`src/rtl/jpeg_zigzag_pkg.sv`:
```
// Shared types and constants for the JPEG zig-zag serializer: coefficient
// type, read-side state encoding and the zig-zag scan table.
package jpeg_zigzag_pkg;

  localparam int COEFF_W = 11;

  typedef logic signed [COEFF_W-1:0] coeff_t;

  typedef enum logic {
    IDLE   = 1'b0,
    STREAM = 1'b1
  } rd_state_e;

  // Row-major block index (8*row + col) of the coefficient emitted at scan position k
  localparam logic [5:0] ZZ_ORDER [0:63] = '{
    6'd0,  6'd1,  6'd8,  6'd16, 6'd9,  6'd2,  6'd3,  6'd10,
    6'd17, 6'd24, 6'd32, 6'd25, 6'd18, 6'd11, 6'd4,  6'd5,
    6'd12, 6'd19, 6'd26, 6'd33, 6'd40, 6'd48, 6'd41, 6'd34,
    6'd27, 6'd20, 6'd13, 6'd6,  6'd7,  6'd14, 6'd21, 6'd28,
    6'd35, 6'd42, 6'd49, 6'd56, 6'd57, 6'd50, 6'd43, 6'd36,
    6'd29, 6'd22, 6'd15, 6'd23, 6'd30, 6'd37, 6'd44, 6'd51,
    6'd58, 6'd59, 6'd52, 6'd45, 6'd38, 6'd31, 6'd39, 6'd46,
    6'd53, 6'd60, 6'd61, 6'd54, 6'd47, 6'd55, 6'd62, 6'd63
  };

endpackage

```
`src/rtl/zz_pingpong_buf.sv`:
```
// Two-entry block store for the zig-zag serializer. A whole 8x8 block is
// captured in one cycle into the write-side buffer while the read side scans
// the other one. Tracks how many buffers hold unread blocks and flags drops.
module zz_pingpong_buf
  import jpeg_zigzag_pkg::*;
#(
  parameter int DATA_W = COEFF_W
) (
  input  logic                          clk,
  input  logic                          rst,
  input  logic                          in_valid_i,
  input  logic [0:7][0:7][DATA_W-1:0]   in_block_i,
  input  logic                          release_i,
  input  logic [5:0]                    rd_addr_i,
  output logic                          in_ready_o,
  output logic                          accept_o,
  output logic                          overflow_o,
  output logic [1:0]                    cnt_o,
  output logic [DATA_W-1:0]             rd_data_o
);

  logic [DATA_W-1:0] bufMem_q [2][64];
  logic              wrSel_q;
  logic              rdSel_q;
  logic [1:0]        cnt_q;
  logic [1:0]        cnt_d;
  logic              overflow_q;

  // A buffer is free unless both hold unread blocks; a buffer released this
  // same cycle is deliberately not counted as free yet.
  assign in_ready_o = (cnt_q != 2'd2);
  assign accept_o   = in_valid_i && in_ready_o;
  assign overflow_o = overflow_q;
  assign cnt_o      = cnt_q;
  assign rd_data_o  = bufMem_q[rdSel_q][rd_addr_i];

  // Fill count moves up on accept, down on release, and stays put when both happen together
  always_comb begin
    cnt_d = cnt_q;
    unique case ({accept_o, release_i})
      2'b10:   cnt_d = cnt_q + 2'd1;
      2'b01:   cnt_d = cnt_q - 2'd1;
      default: cnt_d = cnt_q;
    endcase
  end

  // Capture the full incoming block into the write-side buffer in one cycle
  always_ff @(posedge clk) begin
    if (accept_o) begin
      for (int i = 0; i < 64; i++) begin
        bufMem_q[wrSel_q][i[5:0]] <= in_block_i[i[5:3]][i[2:0]];
      end
    end
  end

  // Buffer pointers, fill count and the sticky drop flag
  always_ff @(posedge clk or posedge rst) begin
    if (rst) begin
      wrSel_q    <= 1'b0;
      rdSel_q    <= 1'b0;
      cnt_q      <= 2'd0;
      overflow_q <= 1'b0;
    end else begin
      cnt_q <= cnt_d;
      if (accept_o) begin
        wrSel_q <= ~wrSel_q;
      end
      if (release_i) begin
        rdSel_q <= ~rdSel_q;
      end
      if (in_valid_i && !in_ready_o) begin
        overflow_q <= 1'b1;
      end
    end
  end

endmodule

```
`src/rtl/zigzag_serializer.sv`:
```
// Streams each buffered 8x8 quantized block out as 64 coefficients in JPEG
// zig-zag order over a valid/ready handshake. The block store lives in
// zz_pingpong_buf; this level owns the read FSM, scan counter and output mux.
module zigzag_serializer
  import jpeg_zigzag_pkg::*;
#(
  parameter int DATA_W = COEFF_W
) (
  input  logic                               clk,
  input  logic                               rst,
  input  logic                               in_valid,
  input  logic signed [0:7][0:7][DATA_W-1:0] in_block,
  output logic                               in_ready,
  output logic                               out_valid,
  input  logic                               out_ready,
  output logic signed [DATA_W-1:0]           out_data,
  output logic [5:0]                         out_index,
  output logic                               out_first,
  output logic                               out_last,
  output logic                               overflow
);

  rd_state_e         state_q;
  logic [5:0]        k_q;
  logic              acceptPulse;
  logic              releaseBeat;
  logic [1:0]        fillCnt;
  logic [DATA_W-1:0] rdData;

  zz_pingpong_buf #(
    .DATA_W (DATA_W)
  ) uPingPong (
    .clk        (clk),
    .rst        (rst),
    .in_valid_i (in_valid),
    .in_block_i (in_block),
    .release_i  (releaseBeat),
    .rd_addr_i  (ZZ_ORDER[k_q]),
    .in_ready_o (in_ready),
    .accept_o   (acceptPulse),
    .overflow_o (overflow),
    .cnt_o      (fillCnt),
    .rd_data_o  (rdData)
  );

  // The final beat of a block frees its buffer
  assign releaseBeat = (state_q == STREAM) && out_ready && (k_q == 6'd63);

  // Outputs depend only on the FSM, the scan counter and the stored block,
  // so they stay put while the consumer stalls
  assign out_valid = (state_q == STREAM);
  assign out_index = k_q;
  assign out_first = (state_q == STREAM) && (k_q == 6'd0);
  assign out_last  = (state_q == STREAM) && (k_q == 6'd63);
  assign out_data  = (state_q == STREAM) ? $signed(rdData) : '0;

  // Read FSM and scan counter; an accept seen in IDLE starts streaming on the
  // very next cycle, and a block waiting at the final beat follows with no gap
  always_ff @(posedge clk or posedge rst) begin
    if (rst) begin
      state_q <= IDLE;
      k_q     <= 6'd0;
    end else begin
      unique case (state_q)
        IDLE: begin
          k_q <= 6'd0;
          if (acceptPulse || (fillCnt != 2'd0)) begin
            state_q <= STREAM;
          end
        end
        STREAM: begin
          if (out_ready) begin
            if (k_q == 6'd63) begin
              k_q <= 6'd0;
              if (!((fillCnt == 2'd2) || acceptPulse)) begin
                state_q <= IDLE;
              end
            end else begin
              k_q <= k_q + 6'd1;
            end
          end
        end
        default: begin
          state_q <= IDLE;
          k_q     <= 6'd0;
        end
      endcase
    end
  end

endmodule

```
`config.mk`:
```
export PLATFORM = sky130hd
export DESIGN_NAME = zigzag_serializer
export DESIGN_NICKNAME = d
export VERILOG_FILES = /design/src/rtl/jpeg_zigzag_pkg.sv /design/src/rtl/zz_pingpong_buf.sv /design/src/rtl/zigzag_serializer.sv
export SDC_FILE = /design/constraint.sdc
export NUM_CORES = 2
export LEC_CHECK = 0
export BUFFER_PORTS_ARGS = -buffer_cell sky130_fd_sc_hd__buf_2
export CAP_MARGIN = 10
export CORE_UTILIZATION = 57
export CTS_CLUSTER_DIAMETER = 40
export DETAILED_ROUTE_END_ITERATION = 8
export PLACE_DENSITY = 0.79
export SETUP_SLACK_MARGIN = 0.5
export SYNTH_ARGS = -nofsm -noshare
export SYNTH_HDL_FRONTEND = slang
export SYNTH_HIERARCHICAL = 1
export SYNTH_SLANG_ARGS = --single-unit
```
`constraint.sdc`:
```
create_clock -name clk -period 35.7 [get_ports clk]
set_input_delay 7.14 -clock clk [delete_from_list [all_inputs] [get_ports clk]]
set_output_delay 7.14 -clock clk [all_outputs]
set_load 0.01 [all_outputs]
```
### Word level (Yosys, flattened, before mapping)

Memory sizes are Yosys's and may differ from the RTL's.
Index checks and enable logic that the tools add are counted.

* memories: 2
* input bits: 708
* bits in read-only memories: 384
* RAM bits: 1408
* bits in latches: 0
* logic and storage cells: 53
* bits in registers: 12

* div/mod/pow operators: 0
* $mul: 0
* muxes and demuxes: 17
* shift operators: 0
* magnitude comparators: 2
* bitwise operators: 5
* reduce and logical (&&, ||, !) cells: 12
* eq/ne operators: 6
* $add $sub $neg: 3

Memory list
* uPingPong.bufMem_q: depth 2, width 704, read ports 1, clocked after memory_dff 0, wr ports 1, line zz_pingpong_buf.sv:22 `logic [DATA_W-1:0] bufMem_q [2][64];`
* (name not given): depth 64, width 6, read ports 1, clocked after memory_dff 0, wr ports 0, line zigzag_serializer.sv:38 `.rd_addr_i (ZZ_ORDER[k_q]),`

Operators by type and width (number)
* binary-select mux 11 bit (select 6 bit): 1
* 2-to-1 mux 11 bit: 3
* 2-to-1 mux 6 bit: 4
* >= comparator 7 bit, second input constant: 2
* inverter 6 -> 7 bit: 2
* one-hot mux 6 bit (2 select lines): 1
* adder 6 x 1 -> 6 bit, second input constant: 1
* == test 6 bit, second input constant: 1
* logical AND 1 bit: 6
* zero test 6 bit: 1
* 2-to-1 mux 1 bit: 6
* == test 2 bit, second input constant: 2
* inequality test 2 bit, second input constant: 2
* one-hot mux 2 bit (2 select lines): 1
* nonzero test 2 bit: 2
* inverter 1 bit: 3
* adder 2 x 1 -> 2 bit, second input constant: 1
* == test 2 x 1 -> 1 bit, second input constant: 1
* logical OR 1 bit: 2
* one-hot mux 1 bit (2 select lines): 1
* subtractor 2 x 1 -> 2 bit, second input constant: 1
* zero test 1 bit: 1

### Depth between registers and ports, before layout

* depth in word-level cells: 9
* gate-level depth with buffers: 15
* mapped depth without buffers: 11

### Hierarchy

Netlist, hierarchy kept.

Modules (own cells, without submodules)
* zz_pingpong_buf: instances 1, area each 53457.5 µm², cells an instance 2004, seq. area each 42405.7 µm²
* zigzag_serializer: instances 1, area each 1221.2 µm², cells an instance 159, seq. area each 175.2 µm²

### Worst setup path after synthesis

OpenSTA, ideal clock, no wires.

* path type: input to register
* start point: input in_valid
* end point: memory uPingPong/bufMem_q[0][0] (netlist bit) (enable)
* arrival time: 36349 ps
* stages: 2
* setup slack: -2442 ps
* required time: 33908 ps
* path through: nand2_1 -> nor2_1

* longest elaborated chain between the ends: 3

Ends and longest elaborated chain
* from (decl): line zigzag_serializer.sv:11 `input logic in_valid,`
* logical AND 1 bit: line zz_pingpong_buf.sv:32 `assign accept_o = in_valid_i && in_ready_o;`
* 2-to-1 mux 1 bit: line zz_pingpong_buf.sv:49 `if (accept_o) begin`
* 2-to-1 mux 1 bit (not written as such): line zz_pingpong_buf.sv:51 `bufMem_q[wrSel_q][i[5:0]] <= in_block_i[i[5:3]][i[2:0]];`
* to (decl): line zz_pingpong_buf.sv:22

No other way between the ends.

### Final worst setup path

* start point: register k_q[0] (netlist: out_index[0])
* end point: output out_data[1]

* longest elaborated chain between the ends: 9

Ends and longest elaborated chain
* from (decl): line zigzag_serializer.sv:24 `logic [5:0] k_q;`
* from (signal assigned): line zigzag_serializer.sv:79 `k_q <= k_q + 6'd1;`
* inverter 6 -> 7 bit (not written as such): line zigzag_serializer.sv:38
* memory read (64 x 6 bit)
* 2-to-1 mux 6 bit (not written as such) (2 in a row): line zigzag_serializer.sv:38
* inverter 6 -> 7 bit (not written as such): line zz_pingpong_buf.sv:35 `assign rd_data_o = bufMem_q[rdSel_q][rd_addr_i];`
* binary-select mux 11 bit (select 6 bit): line zz_pingpong_buf.sv:35
* 2-to-1 mux 11 bit (not written as such) (2 in a row): line zz_pingpong_buf.sv:35
* named net rdData[1]: line zigzag_serializer.sv:28 `logic [DATA_W-1:0] rdData;`
* 2-to-1 mux 11 bit: line zigzag_serializer.sv:55 `assign out_data = (state_q == STREAM) ? $signed(rdData) : '0;`
* to (decl): line zigzag_serializer.sv:16 `output logic signed [DATA_W-1:0] out_data,`

The timed path passes the listed nets, and every way through them passes these cells. The select of a mux whose other input is x is not followed.

==> metrics.csv <==
metric,value,unit
Slowest Stage Delay on Critical Path,0.73,ns
dpl hpwl,96.2,mm
power share of the clock group,0.269,
CTS tree,yes,
Longest Clk Path Bufs,3,
post-route insts no fill,4461,
cts bufs inserted,161,
"Core Util, Final",0.688,
sequential share of the synthesized area,0.779,
Multi-input gate area,0.0116,sq mm
Setup WS post-layout,21.82,ns
Net Sw Frac,0.327,
DIE AREA,0.0972,sq mm
CP cell instances,inv_2 > ha_1 > nor2b_2 > a21oi_2 > mux4_2 > a22oi_2 > buf_4 > buf_12 > mux4_2 > mux4_2 > mux4_2 > mux2_2 > and2_1 > buf_2,
leading area contributor after synthesis,edfxtp_1,
number of hold buffers added after CTS,0,
core box area,0.0950,sq mm
htree depth,4,
largest net degree at the start of global routing,170,
Power Density,93.2,mW/mm^2
IO buf count,729,
reg2reg path depth,7,
total power,6.09,mW
crit path capture type,output pin,
Routed WL per cell,32.9,microns
first-pass iteration count of the detailed router,5,
Setup crit start kind,flip-flop,
async set-or-reset flop fraction in the synthesized netlist,0.00845,
clock input transition at the sequential cells of the worst setup and hold paths,0.06,ns
placed insts,4075,
area growth from synthesis to layout,19.5,%
Avg Inst Size Synth,25.3,sq um
clock insertion delay at the later pin of the skew report,0.76,ns
row count,113,
Critical Path AT,6.74,ns
Period minus WS final,13.88,ns
final antenna-violating net count,0,
Post-CTS Resized,0,
crit path buf inv count,4,
crit share post-route,0.389,
clock skew,0.0311,ns
Initial Util,0.575,
WS Path Type,flip-flop to output pin,
slowest cell on the critical path,dfrtp_1,
Comb power frac,0.338,
final instance area,0.0653,sq mm
TNS Setup,0,ns
fraction of post-synthesis cell area in the top cell type by area,0.773,
fmax,72.1,MHz
# Max-Cap Violations,0,
CTS Root Cell,clkbuf_16,
vias per inst,6.27,
syn_nets,2886,
"Top FF cell, synth",edfxtp_1,
status,completed,
Worst R2R Setup Slack,30.90,ns
WHS Endpoint,uPingPong/cnt_o[1],
critical path peak fanout,160,
Reg area,0.0426,sq mm
FF-to-FF End,uPingPong/bufMem_q[0][101],
"FF+latch count, synth",1420,
Synthesis Warnings,6,
Total GRT Usage,0.302,
Via Count,27985,
Internal Power,4.10,mW
Hold Path Stages,1,
Max Slew Vio Count,0,
number of flops mapped to enable cells by yosys,1408,
final count of hold timing violations,0,
vias in the first global route,29667,
drt drc,0,
synthesized cell area,0.0547,sq mm
final setup fails,0,
"count leader, synth",edfxtp_1,
post-CTS setup buffers,0,
cell count after synthesis,2163,
CTS Sinks,1420,
Peak VDD IR,0.000140,V
Detailed Route Iter0 Violations,3493,
Reg power frac,0.393,
P_leak,22.0,nW
reg2reg start,uPingPong/cnt_o[0],
"Top cell by count, worst path",mux4_2,
main area contributors after synthesis,"edfxtp_1 (77%), mux4_2 (19%), dfrtp_1 (0.55%)",
total wire length,147,mm
initial antenna violation count,139,
relative slew slack,0.160,
WHS,0.496,ns
Die Span X,312,microns
share of layout cells above drive strength 1,0.487,
worst path required time,28.56,ns
Unique masters post-synth,49,
post-layout net count,3696,
"worst slack, placed",22.60,ns
Worst-Margin Slew,1.26,ns
first-pass GRT wire length,205,mm
unrepaired setup endpoints after global routing,no,
Die Height,312,microns
Hold Crit Start,uPingPong/cnt_o[1],
"CP delay by family, top",multiplexers,
Hold Crit Class,flip-flop to flip-flop,
dpl cell area,0.0598,sq mm
commonest cells in the netlist,"edfxtp_1 (1408), mux4_2 (465), clkbuf_1 (51)",
"Remaining Overflow, GRT",0,
Critical path origin,out_index[0],
GP Congestion,0.847,
Net Switching,1.99,mW
IO Pins,730,
Filler cells,5739,
## routing by layer
layer | wire, microns | up-vias | track usage
li1 | - | 11227 | -
met2 | 74300 | 1768 | 0.487
met1 | 49800 | 14454 | 0.370
met4 | 6540 | 76 | 0.152
met3 | 15600 | 460 | 0.0967
met5 | 435 | - | 0
## logic make-up (layout without fill, tap and decap cells)
| logic type | count (synthesis) | in the layout | share of synthesized area |
|---|---|---|---|
| AOI/OAI and AO/OA | 49 | 49 | 0.00588 |
| xor gates and xnor gates | 8 | 8 | 0.00128 |
| adders and majority gates | 15 | 15 | 0.00343 |
| buffers and inverters | 129 | 1069 | 0.0102 |
| DFF | 1420 | 1420 | 0.779 |
| muxes | 478 | 478 | 0.194 |
| other | 0 | 93 | 0 |
| and+or+nand+nor | 64 | 64 | 0.00634 |
## power groups by stage
stage               Combinational (mW)  Sequential [mW]  Clock, mW
floorplan                         1.25             2.68          0
global placement                  2.00             2.38          0
detailed placement                2.04             2.41          0
CTS                               2.06             2.39       1.66
global route                      2.16             2.42       1.72
finish                            2.06             2.39       1.64
## cells in the final DEF (no fill, tap or decap), drive strengths merged, types with 3 or more instances in the layout
cell type	instances
edfxtp	1408
buf	765
mux4	465
clkbuf	185
diode	93
clkinv	61
inv	37
and2	17
ha	15
nand2	14
o21ai	14
dfrtp	12
bufinv	11
mux2	11
clkinvlp	10
nor2	9
a21oi	9
nand2b	8
xnor2	6
nand3	5
o211ai	5
o22ai	3
## registers in the layout (all words and copies together) (netlist names)
signal and count:
out_index 6, out_valid 1, uPingPong/bufMem_q 1408, uPingPong/cnt_o 2
uPingPong/overflow_o 1, uPingPong/rdSel_q 1, uPingPong/wrSel_q 1
## cell type report
class / instances / share of cell area
multi-input cells: 614 / 0.178
diodes: 93 / 0.00356
clock inverters: 108 / 0.0159
repair buffers: 765 / 0.0607
inverters: 11 / 0.000632
well taps: 1265 / 0.0242
clock buffers: 185 / 0.0658
flip-flops and latches: 1420 / 0.652
## worst max path at each step
| stage | to | slack [ns] | cells past startpoint |
|---|---|---|---|
| finish | out_data[1] | 21.82 | 14 |
| global route | out_data[1] | 21.51 | 9 |
| CTS | out_data[1] | 21.77 | 9 |
| detailed placement | out_data[1] | 22.60 | 9 |
| global placement | out_data[1] | 22.73 | 9 |
| floorplan | uPingPong/bufMem_q[0][0] | 9.52 | 2 |
Power figures use the tool's default switching activity.
